**src/rtl/uart_rx_fifo.sv**
```systemverilog
// uart_rx_fifo: 8N1 UART receiver with 16x oversampling and a show-ahead
// receive FIFO. It feeds buffered bytes, status flags and a pop strobe to the
// ACIA register block.
// Optional feature macro: UART_RX_PARITY_EN. When defined, frames are 8E1,
// a PARITY state sits between DATA and STOP, and bytes with bad parity are
// dropped and flagged on the sticky par_err output.
module uart_rx_fifo #(
    parameter int BAUD_DIV = 26,
    parameter int FIFO_AW  = 4
) (
    input  logic               clk,
    input  logic               reset,
    input  logic               rx,
    input  logic               rd,
    input  logic               err_clr,
    output logic [7:0]         rx_data,
    output logic               rx_valid,
    output logic               rx_full,
    output logic [FIFO_AW:0]   rx_count,
    output logic               ovr_err,
`ifdef UART_RX_PARITY_EN
    output logic               par_err,
`endif
    output logic               frm_err
);

    localparam int TW    = (BAUD_DIV > 2) ? $clog2(BAUD_DIV) : 1;
    localparam int DEPTH = 1 << FIFO_AW;
    localparam logic [TW-1:0] TICK_MAX = TW'(BAUD_DIV - 1);

    typedef enum logic [2:0] {
        IDLE,
        START,
        DATA,
`ifdef UART_RX_PARITY_EN
        PARITY,
`endif
        STOP,
        BREAK
    } state_t;

    logic [1:0]        sync_q, sync_d;
    logic              rxs;
    logic [TW-1:0]     tick_cnt_q, tick_cnt_d;
    logic              tick;
    state_t            state_q, state_d;
    logic [3:0]        sub_q, sub_d;
    logic [2:0]        bit_q, bit_d;
    logic [7:0]        shift_q, shift_d;
    logic              push;
    logic              frm_set;
    logic [FIFO_AW:0]  wr_ptr_q, wr_ptr_d;
    logic [FIFO_AW:0]  rd_ptr_q, rd_ptr_d;
    logic              ovr_q, ovr_d;
    logic              frm_q, frm_d;
    logic              empty, full, pop, wr_en, ovr_set;
    logic [7:0]        mem [0:DEPTH-1];
`ifdef UART_RX_PARITY_EN
    logic              par_bad_q, par_bad_d;
    logic              par_q, par_d;
    logic              par_set;
`endif

    assign sync_d     = {sync_q[0], rx};
    assign rxs        = sync_q[1];
    assign tick       = (tick_cnt_q == TICK_MAX);
    assign tick_cnt_d = tick ? '0 : tick_cnt_q + TW'(1);

    // Receive FSM next-state: start detect, mid-bit sampling, stop/break handling
    always_comb begin
        state_d = state_q;
        sub_d   = sub_q;
        bit_d   = bit_q;
        shift_d = shift_q;
        push    = 1'b0;
        frm_set = 1'b0;
`ifdef UART_RX_PARITY_EN
        par_bad_d = par_bad_q;
        par_set   = 1'b0;
`endif
        case (state_q)
            IDLE: begin
                if (!rxs) begin
                    sub_d   = 4'd0;
                    state_d = START;
                end
            end
            START: begin
                if (tick) begin
                    if (sub_q == 4'd7) begin
                        if (rxs) begin
                            state_d = IDLE;             // glitch, not a real start bit
                        end else begin
                            sub_d   = 4'd0;
                            bit_d   = 3'd0;
                            state_d = DATA;
                        end
                    end else begin
                        sub_d = sub_q + 4'd1;
                    end
                end
            end
            DATA: begin
                if (tick) begin
                    sub_d = sub_q + 4'd1;
                    if (sub_q == 4'd15) begin
                        shift_d = {rxs, shift_q[7:1]};
                        bit_d   = bit_q + 3'd1;
                        if (bit_q == 3'd7) begin
`ifdef UART_RX_PARITY_EN
                            state_d = PARITY;
`else
                            state_d = STOP;
`endif
                        end
                    end
                end
            end
`ifdef UART_RX_PARITY_EN
            PARITY: begin
                if (tick) begin
                    sub_d = sub_q + 4'd1;
                    if (sub_q == 4'd15) begin
                        // Even parity: data ones plus parity bit must be even
                        par_bad_d = ^{shift_q, rxs};
                        par_set   = ^{shift_q, rxs};
                        state_d   = STOP;
                    end
                end
            end
`endif
            STOP: begin
                if (tick) begin
                    sub_d = sub_q + 4'd1;
                    if (sub_q == 4'd15) begin
                        if (rxs) begin
`ifdef UART_RX_PARITY_EN
                            push = !par_bad_q;
`else
                            push = 1'b1;
`endif
                            state_d = IDLE;
                        end else begin
                            frm_set = 1'b1;
                            state_d = BREAK;
                        end
                    end
                end
            end
            BREAK: begin
                if (rxs) begin
                    state_d = IDLE;
                end
            end
            default: state_d = IDLE;
        endcase
    end

    // FIFO pointer and sticky-flag next-state; same-cycle pop makes room for a push
    always_comb begin
        empty    = (wr_ptr_q == rd_ptr_q);
        full     = (wr_ptr_q[FIFO_AW] != rd_ptr_q[FIFO_AW]) &&
                   (wr_ptr_q[FIFO_AW-1:0] == rd_ptr_q[FIFO_AW-1:0]);
        pop      = rd && !empty;
        wr_en    = push && (!full || pop);
        ovr_set  = push && full && !pop;
        wr_ptr_d = wr_ptr_q + (FIFO_AW+1)'(wr_en);
        rd_ptr_d = rd_ptr_q + (FIFO_AW+1)'(pop);
        ovr_d    = ovr_set | (ovr_q & ~err_clr);
        frm_d    = frm_set | (frm_q & ~err_clr);
`ifdef UART_RX_PARITY_EN
        par_d    = par_set | (par_q & ~err_clr);
`endif
    end

    // State registers; reset abandons any frame and empties the FIFO
    always_ff @(posedge clk or posedge reset) begin
        if (reset) begin
            sync_q     <= 2'b11;
            tick_cnt_q <= '0;
            state_q    <= IDLE;
            sub_q      <= 4'd0;
            bit_q      <= 3'd0;
            shift_q    <= 8'h00;
            wr_ptr_q   <= '0;
            rd_ptr_q   <= '0;
            ovr_q      <= 1'b0;
            frm_q      <= 1'b0;
`ifdef UART_RX_PARITY_EN
            par_bad_q  <= 1'b0;
            par_q      <= 1'b0;
`endif
        end else begin
            sync_q     <= sync_d;
            tick_cnt_q <= tick_cnt_d;
            state_q    <= state_d;
            sub_q      <= sub_d;
            bit_q      <= bit_d;
            shift_q    <= shift_d;
            wr_ptr_q   <= wr_ptr_d;
            rd_ptr_q   <= rd_ptr_d;
            ovr_q      <= ovr_d;
            frm_q      <= frm_d;
`ifdef UART_RX_PARITY_EN
            par_bad_q  <= par_bad_d;
            par_q      <= par_d;
`endif
        end
    end

    // FIFO storage; contents need no reset because the pointers define validity
    always_ff @(posedge clk) begin
        if (wr_en) begin
            mem[wr_ptr_q[FIFO_AW-1:0]] <= shift_q;
        end
    end

    // Show-ahead head read, forced to zero while the FIFO is empty
    assign rx_data  = empty ? 8'h00 : mem[rd_ptr_q[FIFO_AW-1:0]];
    assign rx_valid = !empty;
    assign rx_full  = full;
    assign rx_count = wr_ptr_q - rd_ptr_q;
    assign ovr_err  = ovr_q;
    assign frm_err  = frm_q;
`ifdef UART_RX_PARITY_EN
    assign par_err  = par_q;
`endif

endmodule

```
**config.mk**
```make
export PLATFORM = sky130hd
export DESIGN_NAME = uart_rx_fifo
export DESIGN_NICKNAME = d
export VERILOG_FILES = /design/src/rtl/uart_rx_fifo.sv
export SDC_FILE = /design/constraint.sdc
export NUM_CORES = 1
export LEC_CHECK = 0
export BUFFER_PORTS_ARGS = -buffer_cell sky130_fd_sc_hd__buf_4
export CORE_AREA = 3 3 107 129
export DETAILED_ROUTE_END_ITERATION = 12
export DIE_AREA = 0 0 110 132
export PLACE_DENSITY = 0.7
export SYNTH_ARGS = -nofsm -noshare
export SYNTH_HDL_FRONTEND = slang
export SYNTH_SLANG_ARGS = --single-unit
```
**constraint.sdc**
```tcl
create_clock -name clk -period 4.9 [get_ports clk]
set_clock_uncertainty 0.05 [all_clocks]
set_input_delay 0.735 -clock clk [delete_from_list [all_inputs] [get_ports clk]]
set_output_delay 0.735 -clock clk [all_outputs]
set_load 0.01 [all_outputs]
```
After elaboration in Yosys (flattened, before gate mapping)
Memory sizes are Yosys's and may differ from the RTL's.
Index checks and enable logic that the tools add are counted.
{"block": "totals", "inputBits": 5, "out_inout_bits": 17, "rom_bits": 0, "ff_bits": 37, "latchBits": 0, "mem_count": 1, "mem_bits_rw": 128}
{"name": "mem", "depth": 16, "width": 8, "read_ports": 1, "rd_clocked_by_memory_dff": 0, "wr": 1, "line_no": "57", "text": "logic [7:0] mem [0:DEPTH-1];"}
{"block": "op_classes", "n_eq_ne": 22, "multipliers": 0, "n_shift": 0, "div": 0, "reduce_logical": 17, "addsub": 6, "bitwise_logic": 5, "n_mux": 35, "n_lt_le_gt_ge": 0}
{"op": "2-to-1 mux 3 bit", "n": 15}
{"op": "inequality test 2 bit (second input constant)", "n": 10}
{"op": "2-to-1 mux 4 bit", "n": 4}
{"op": "case mux 3 bit (5 select lines)", "n": 1}
{"op": "case mux 4 bit (3 select lines)", "n": 1}
{"op": "adder 5 x 1 -> 5 bit", "n": 2}
{"op": "2-to-1 mux 1 bit", "n": 10}
{"op": "AND reduction 9 bit", "n": 1}
{"op": "2-to-1 mux 8 bit", "n": 1}
{"op": "== test 3 x 2 -> 1 bit (second input constant)", "n": 2}
{"op": "== test 3 bit (second input constant)", "n": 2}
{"op": "case mux 3 bit (2 select lines)", "n": 1}
{"op": "AND reduction 3 bit", "n": 2}
{"op": "AND reduction 6 bit", "n": 1}
{"op": "adder 5 x 1 -> 5 bit (second input constant)", "n": 1}
{"op": "== test 5 bit", "n": 1}
{"op": "== test 5 bit (second input constant)", "n": 1}
{"op": "logical AND 1 bit", "n": 5}
{"op": "2-to-1 mux 5 bit", "n": 1}
{"op": "subtractor 5 bit", "n": 1}
{"op": "adder 4 x 1 -> 4 bit (second input constant)", "n": 1}
{"op": "== test 4 x 3 -> 1 bit (second input constant)", "n": 1}
{"op": "== test 4 bit", "n": 1}
{"op": "== test 4 bit (second input constant)", "n": 1}
{"op": "other kinds (14)", "n": 18}

Depth between registers and ports, before layout
Gate-level depths: netlist of run 1.
{"block": "depth", "ltp_word": 7, "ltp_mapped": 12, "ltp_nobuf": 10}

Least setup slack after synthesis of run 1
OpenSTA, ideal clock, no wires.
{"block": "synth_timing", "kind": "reg-to-output", "from": "register rd_ptr_q[2]", "to": "output port rx_data[6]", "arrival_ns": 2.162, "slack_ns": 1.953, "stages_incl_launch_ff": 9, "t_required_ns": 4.115, "n_path_buf": 2, "path_cell_list": "dfrtp_1 clkbuf_1 buf_1 inv_1 ha_1 and4_1 nand2_1 o31ai_1 a211oi_1"}
{"block": "synth_via", "elab_chain_len": 2}
{"element": "start: declaration", "line_no": "53", "text": "logic [FIFO_AW:0] rd_ptr_q, rd_ptr_d;"}
{"element": "start signal: assignment", "line_no": "201", "text": "rd_ptr_q <= rd_ptr_d;"}
{"element": "memory (16 x 8 bit) / == test 5 bit (equally long branches)"}
{"element": "2-to-1 mux 8 bit (*)", "line_no": "219", "text": "assign rx_data = empty ? 8'h00 : mem[rd_ptr_q[FIFO_AW-1:0]];"}
{"element": "end: declaration", "line_no": "16", "text": "output logic [7:0] rx_data,"}
Mark *: on every way between the ends. The rest lies on a longest branch, timed or not.

Worst setup path after layout of run 1
{"block": "layout_timing", "from": "register rd_ptr_q[0]", "to": "output port rx_data[7]"}
The elaborated chain is that of the path after synthesis.

==> results of run 1 <==
-- sequential cells by signal (all words and copies together), names as in the netlist, 3 cells and up --
register / cells
bit_q: 3
mem: 128
rd_ptr_q: 5
shift_q: 8
state_q: 3
sub_q: 4
tick_cnt_q: 5
wr_ptr_q: 5
-- final timing paths --
path,cells past startpoint,from,endpoint
max in group asynchronous,3,reset,rd_ptr_q[0]$_DFF_PP0_
worst max-delay path,6,rd_ptr_q[0]$_DFF_PP0_,rx_data[7]
worst min register to register,0,sync_q[0]$_DFF_PP1_,sync_q[1]$_DFF_PP1_
worst max register to register,6,tick_cnt_q[1]$_DFF_PP0_,mem[2][4]$_DFFE_PP_
min in group asynchronous,3,reset,sub_q[2]$_DFFE_PP0P_
worst min-delay path,0,sync_q[0]$_DFF_PP1_,sync_q[1]$_DFF_PP1_
-- layer usage --
| metal | up-vias | track usage [%] |
|---|---|---|
| li1 | 1600 | - |
| met2 | 91 | 32.3 |
| met4 | 0 | 5.34 |
| met5 | - | 0 |
| met1 | 1832 | 27.4 |
| met3 | 11 | 4.41 |
-- synth_stat cells (all sizes together), types with 5 or more instances --
master	n
xnor2	11
nand4	5
inv	16
clkbuf	9
nor3	7
nand2	7
edfxtp	128
nand3	7
mux2i	7
a22o	5
a21oi	11
buf	8
ha	13
mux2	16
o21ai	11
nor2	23
mux4	32
dfrtp	35
or3	5
-- worst reg2reg max path: stages (launching register included) --
cell,delay [ps]
dfrtp_1,400
inv_1,60
ha_1,220
nand4b_4,150
nor4_1,780
nand4_1,290
nor3_1,1050
-- report_power, final --
| group | leakage, uW | switching [uW] | internal (uW) | total, uW |
|---|---|---|---|---|
| Sequential | 0.00196 | 56.5 | 1510 | 1570 |
| Clock | 0.000266 | 548 | 710 | 1260 |
| Combinational | 0.000953 | 350 | 317 | 667 |
| Total | 0.00318 | 955 | 2540 | 3500 |
-- metrics by stage --
stage | instance area, sq um | hold slack, ps | total power (uW)
2_1_floorplan | 6870 | 295 | 2040
3_3_place_gp | 7190 | 299 | 2280
3_5_place_dp | 7190 | 299 | 2280
4_1_cts | 7760 | 309 | 3530
5_1_grt | 7770 | 314 | 3650
6_report | 7770 | 308 | 3500
-- kinds of logic (layout without fill, tap and decap cells) --
logic type | Yosys count | in the layout | share of synthesized area [%]
XOR/XNOR | 15 | 15 | 1.91
adder cells (fa/ha/maj) | 14 | 14 | 2.66
buffers and inverters | 33 | 74 | 2.06
multiplexers | 55 | 55 | 14.2
AND/OR/NAND/NOR | 72 | 72 | 6.01
AO/OA/AOI/OAI | 40 | 40 | 3.77
flip-flops | 165 | 165 | 69.4
-- area by class of cell --
cell class / instances / area [sq um] / area share, %
inverters: 16 / 60.1 / 0.773
multi-input cells: 196 / 1970 / 25.3
clock buffers: 17 / 425 / 5.48
flip-flops and latches: 165 / 4770 / 61.5
well taps: 164 / 205 / 2.64
repair buffers: 26 / 195 / 2.51
clock inverters: 15 / 143 / 1.84
==> flow_summary.ini, run 1 <==
[status]
status = finished, final reports clean

[setup_path]
crit_type = flop to output pin
path_max_fanout = 18
crit_family = multiplexers
crit_buf_inv = 2
slowest_delay_ps = 760
critPathMostFrequentCell = buf_4
path_cells = buf_4 -> mux4_2 -> mux2_2 -> o21ai_0 -> a21oi_1 -> buf_4
cp_slowest_cell = dfrtp_2
crit_path_end_kind = output pin
cp.arrival_ps = 2940
reg2reg_setup_slack_ps = 1500
setup.worst_path.start_class = flop
required_ps = 4120

[timing]
relSlewSlack_pct = 12.2
setup_tns_ps = 0
fmax_ghz = 0.269
worstMarginPinSlew_ps = 1310
fin_ws_ps = 1180
drv_slew = 0
finalSetupViolCount = 0
finalHoldViolations = 0
min_period_ps = 3720
fin_crit_sh_pct = 76.0
rsz0062_at_grt = no

[logic_synthesis]
yosys_most_used_dff = edfxtp_1
synthTopCellsByArea = edfxtp_1 (56%), dfrtp_1 (13%), mux4_2 (10%), mux2_2 (2.5%), ha_1 (2.4%)
async_flop_share_pct = 22.4
yosys_warnings = 0
syn-num-nets = 413
synth.distinct_cells = 51
synth_top_area_share_pct = 55.9
synthesis.area_sq_um = 6870
synth-edff-count = 128
yosysTopAreaCell = edfxtp_1
netlist_instances = 394
synth-seq-cells = 165
avgSynthCellArea_sq_um = 17.4
yosysSeqAreaShare_pct = 69.4

[global_route]
grt_use_total_pct = 19.9
antenna_found_initial = 0
grt_pass1_wl_um = 21100
grt_pass1_vias = 3716
grt_overflow_total = 0
grt_max_degree = 38

[detailed_routing]
route.layer.met1.wl_um = 5400
wl_met2_um = 6760
vias_per_cell = 5.90
ant_nets = 0
drc_errors = 0
top_layer = met4
drt-total-wl_um = 13000
dr_wl_met3_um = 624
wl_per_cell_um = 21.6
vias = 3534
initialDrtViolationCount = 283
firstDrtPassIters = 6

[clocking]
cts_inserted_buffers = 17
h-tree-depth = 4
ctsResizeCount = 0
cts_sinks = 165
insertion_delay_ps = 410
clk_pin_slew_worst_paths_ps = 70
postCtsHoldBufs = 0
clockRootBuffer = clkbuf_16
cts_buffer_depth = 2
cts_setup_buffers = 0
cts_tree = built

[floorplan]
initial_core_util_pct = 54.3
io_pins = 22
design.die.area_sq_um = 14500
die_h_um = 132
core_area_sq_um = 12700
die_w_um = 110
rows = 45

[finish]
area_growth_pct = 13.0
diodes = 0
fin_nets = 441
finalNonFillerCells = 599
mostFrequentLayoutCell = edfxtp_1
fillers = 922
final_cell_mix = edfxtp_1 (128), dfrtp_1 (34), mux4_2 (32)
fin_util_pct = 61.3
layout-drive-gt1-share_pct = 27.6

[power_and_ir_drop]
peakVddDrop_mv = 0.275
cellLeakagePower_uw = 0.00318
p_per_area_nw_per_um2 = 450

[hold_path]
hold_path_class = flop to flop

[run]
drv_cap = 0

[placed_design]
placed_cells = 567
dpl_worst_slack_ps = 1520
hpwlAfterDp_um = 8620
gp_congestion = 0.811
portBuffers = 21
(Power assumes the default switching activity.)
==> inputs of run 2 (changes only) <==
==> constraint.sdc (replaced) <==
create_clock -name clk -period 3.62 [get_ports clk]
set_clock_uncertainty 0.05 [all_clocks]
set_input_delay 0.543 -clock clk [delete_from_list [all_inputs] [get_ports clk]]
set_output_delay 0.543 -clock clk [all_outputs]
set_load 0.01 [all_outputs]
==> flow_summary.ini, run 2 (same netlist as run 1, synthesis figures left out) <==
[detailed_routing]
wl_per_cell_um = 22.0
vias_per_cell = 6.03
route.layer.met1.wl_um = 5400
vias = 3653
drt-total-wl_um = 13300
initialDrtViolationCount = 288
ant_nets = 0
top_layer = met4
firstDrtPassIters = 7
drc_errors = 0
dr_wl_met3_um = 577
wl_met2_um = 7000

[timing]
min_period_ps = 3140
finalHoldViolations = 0
rsz0062_at_grt = no
setup_tns_ps = 0
drv_slew = 0
fin_crit_sh_pct = 86.8
worstMarginPinSlew_ps = 846
relSlewSlack_pct = 43.4
fmax_ghz = 0.318
finalSetupViolCount = 0

[finish]
finalNonFillerCells = 606
area_growth_pct = 14.1
largest_reg_flops = 128
layout-drive-gt1-share_pct = 28.3
fin_nets = 448
final_cell_mix = edfxtp_1 (128), dfrtp_1 (34), buf_4 (33)
mostFrequentLayoutCell = edfxtp_1
diodes = 0

[hold_path]
hold_path_class = primary input to flop

[floorplan]
io_pins = 22
design.die.area_sq_um = 14500
core_area_sq_um = 12700
die_h_um = 132
die_w_um = 110
rows = 45
initial_core_util_pct = 54.3

[clocking]
h-tree-depth = 4
clk_pin_slew_worst_paths_ps = 60
cts_sinks = 165
cts_tree = built
insertion_delay_ps = 420
postCtsHoldBufs = 0
cts_inserted_buffers = 17
clockRootBuffer = clkbuf_16
cts_buffer_depth = 2
ctsResizeCount = 0
cts_setup_buffers = 0

[global_route]
grt_use_total_pct = 20.2
grt_pass1_wl_um = 21300
grt_pass1_vias = 3849
antenna_found_initial = 0
grt_overflow_total = 0
grt_max_degree = 38

[setup_path]
crit_type = flop to output pin
path_max_fanout = 18
required_ps = 3030
setup.worst_path.start_class = flop
crit_path_end_kind = output pin
cp.arrival_ps = 2550

[placed_design]
gp_congestion = 0.834
placed_cells = 574
portBuffers = 21
hpwlAfterDp_um = 8820

[status]
status = finished, final reports clean

[run]
drv_cap = 0

[power_and_ir_drop]
p_per_area_nw_per_um2 = 613
cellLeakagePower_uw = 0.00324
peakVddDrop_mv = 0.306
-- run 2: cell count changes in the layout (fill, tap and decap cells not counted), moves of 2 or more --
cell        delta
buf_4          +7
clkbuf_16      +3
clkbuf_4       +2
clkinv_4       +2
clkinvlp_4     -4
inv_6          -4
-- run 2: critical path, cell delays in order (launching register included) --
cell      delay [ps]
dfrtp_2          740
buf_4            330
mux4_2           570
o31ai_1          260
a211oi_1          70
buf_4            160
-- run 2: stage by stage --
| stage | hold slack, ps | util [%] | setup WS [ps] | instance area [sq um] | power, uW |
|---|---|---|---|---|---|
| after floorplan | 295 | - | 777 | 6870 | 2760 |
| after global placement | 296 | 57.2 | 838 | 7250 | 3090 |
| after detailed placement | 297 | 57.2 | 776 | 7250 | 3110 |
| after CTS | 157 | 61.9 | 424 | 7840 | 4850 |
| after global routing | 161 | 61.9 | 257 | 7840 | 5000 |
| final | 177 | 61.9 | 480 | 7840 | 4800 |
-- run 2: worst paths after layout --
kind	from	to	slack, ps	cells past startpoint
worst max register to register	rd_ptr_q[0]$_DFF_PP0_	mem[11][3]$_DFFE_PP_	760	5
min in group asynchronous	reset	sub_q[0]$_DFFE_PP0P_	190	3
worst min-delay path	rx	sync_q[0]$_DFF_PP1_	180	1
max in group asynchronous	reset	rd_ptr_q[0]$_DFF_PP0_	2980	3
worst max-delay path	rd_ptr_q[0]$_DFF_PP0_	rx_data[6]	480	5
worst min register to register	sync_q[0]$_DFF_PP1_	sync_q[1]$_DFF_PP1_	310	0
-- run 2: area by class of cell --
cell class,count,area (sq um)
clock buffer,24,533
clock inverter,8,60.1
fill,914,4830
inverter,16,60.1
multi-input combinational,196,1960
sequential,165,4770
tap,164,205
timing repair buffer,33,248
-- run 2: power breakdown --
group / switching [uW] / total [uW] / internal [uW]
sequential: 74.3 / 2130 / 2050
combinational: 495 / 929 / 434
clock: 708 / 1750 / 1040
-- run 2: layer usage --
layer / vias up / track usage (%)
li1: 1612 / -
met2: 119 / 33.0
met1: 1890 / 26.3
met5: - / 0
met4: 0 / 7.76
met3: 32 / 4.31
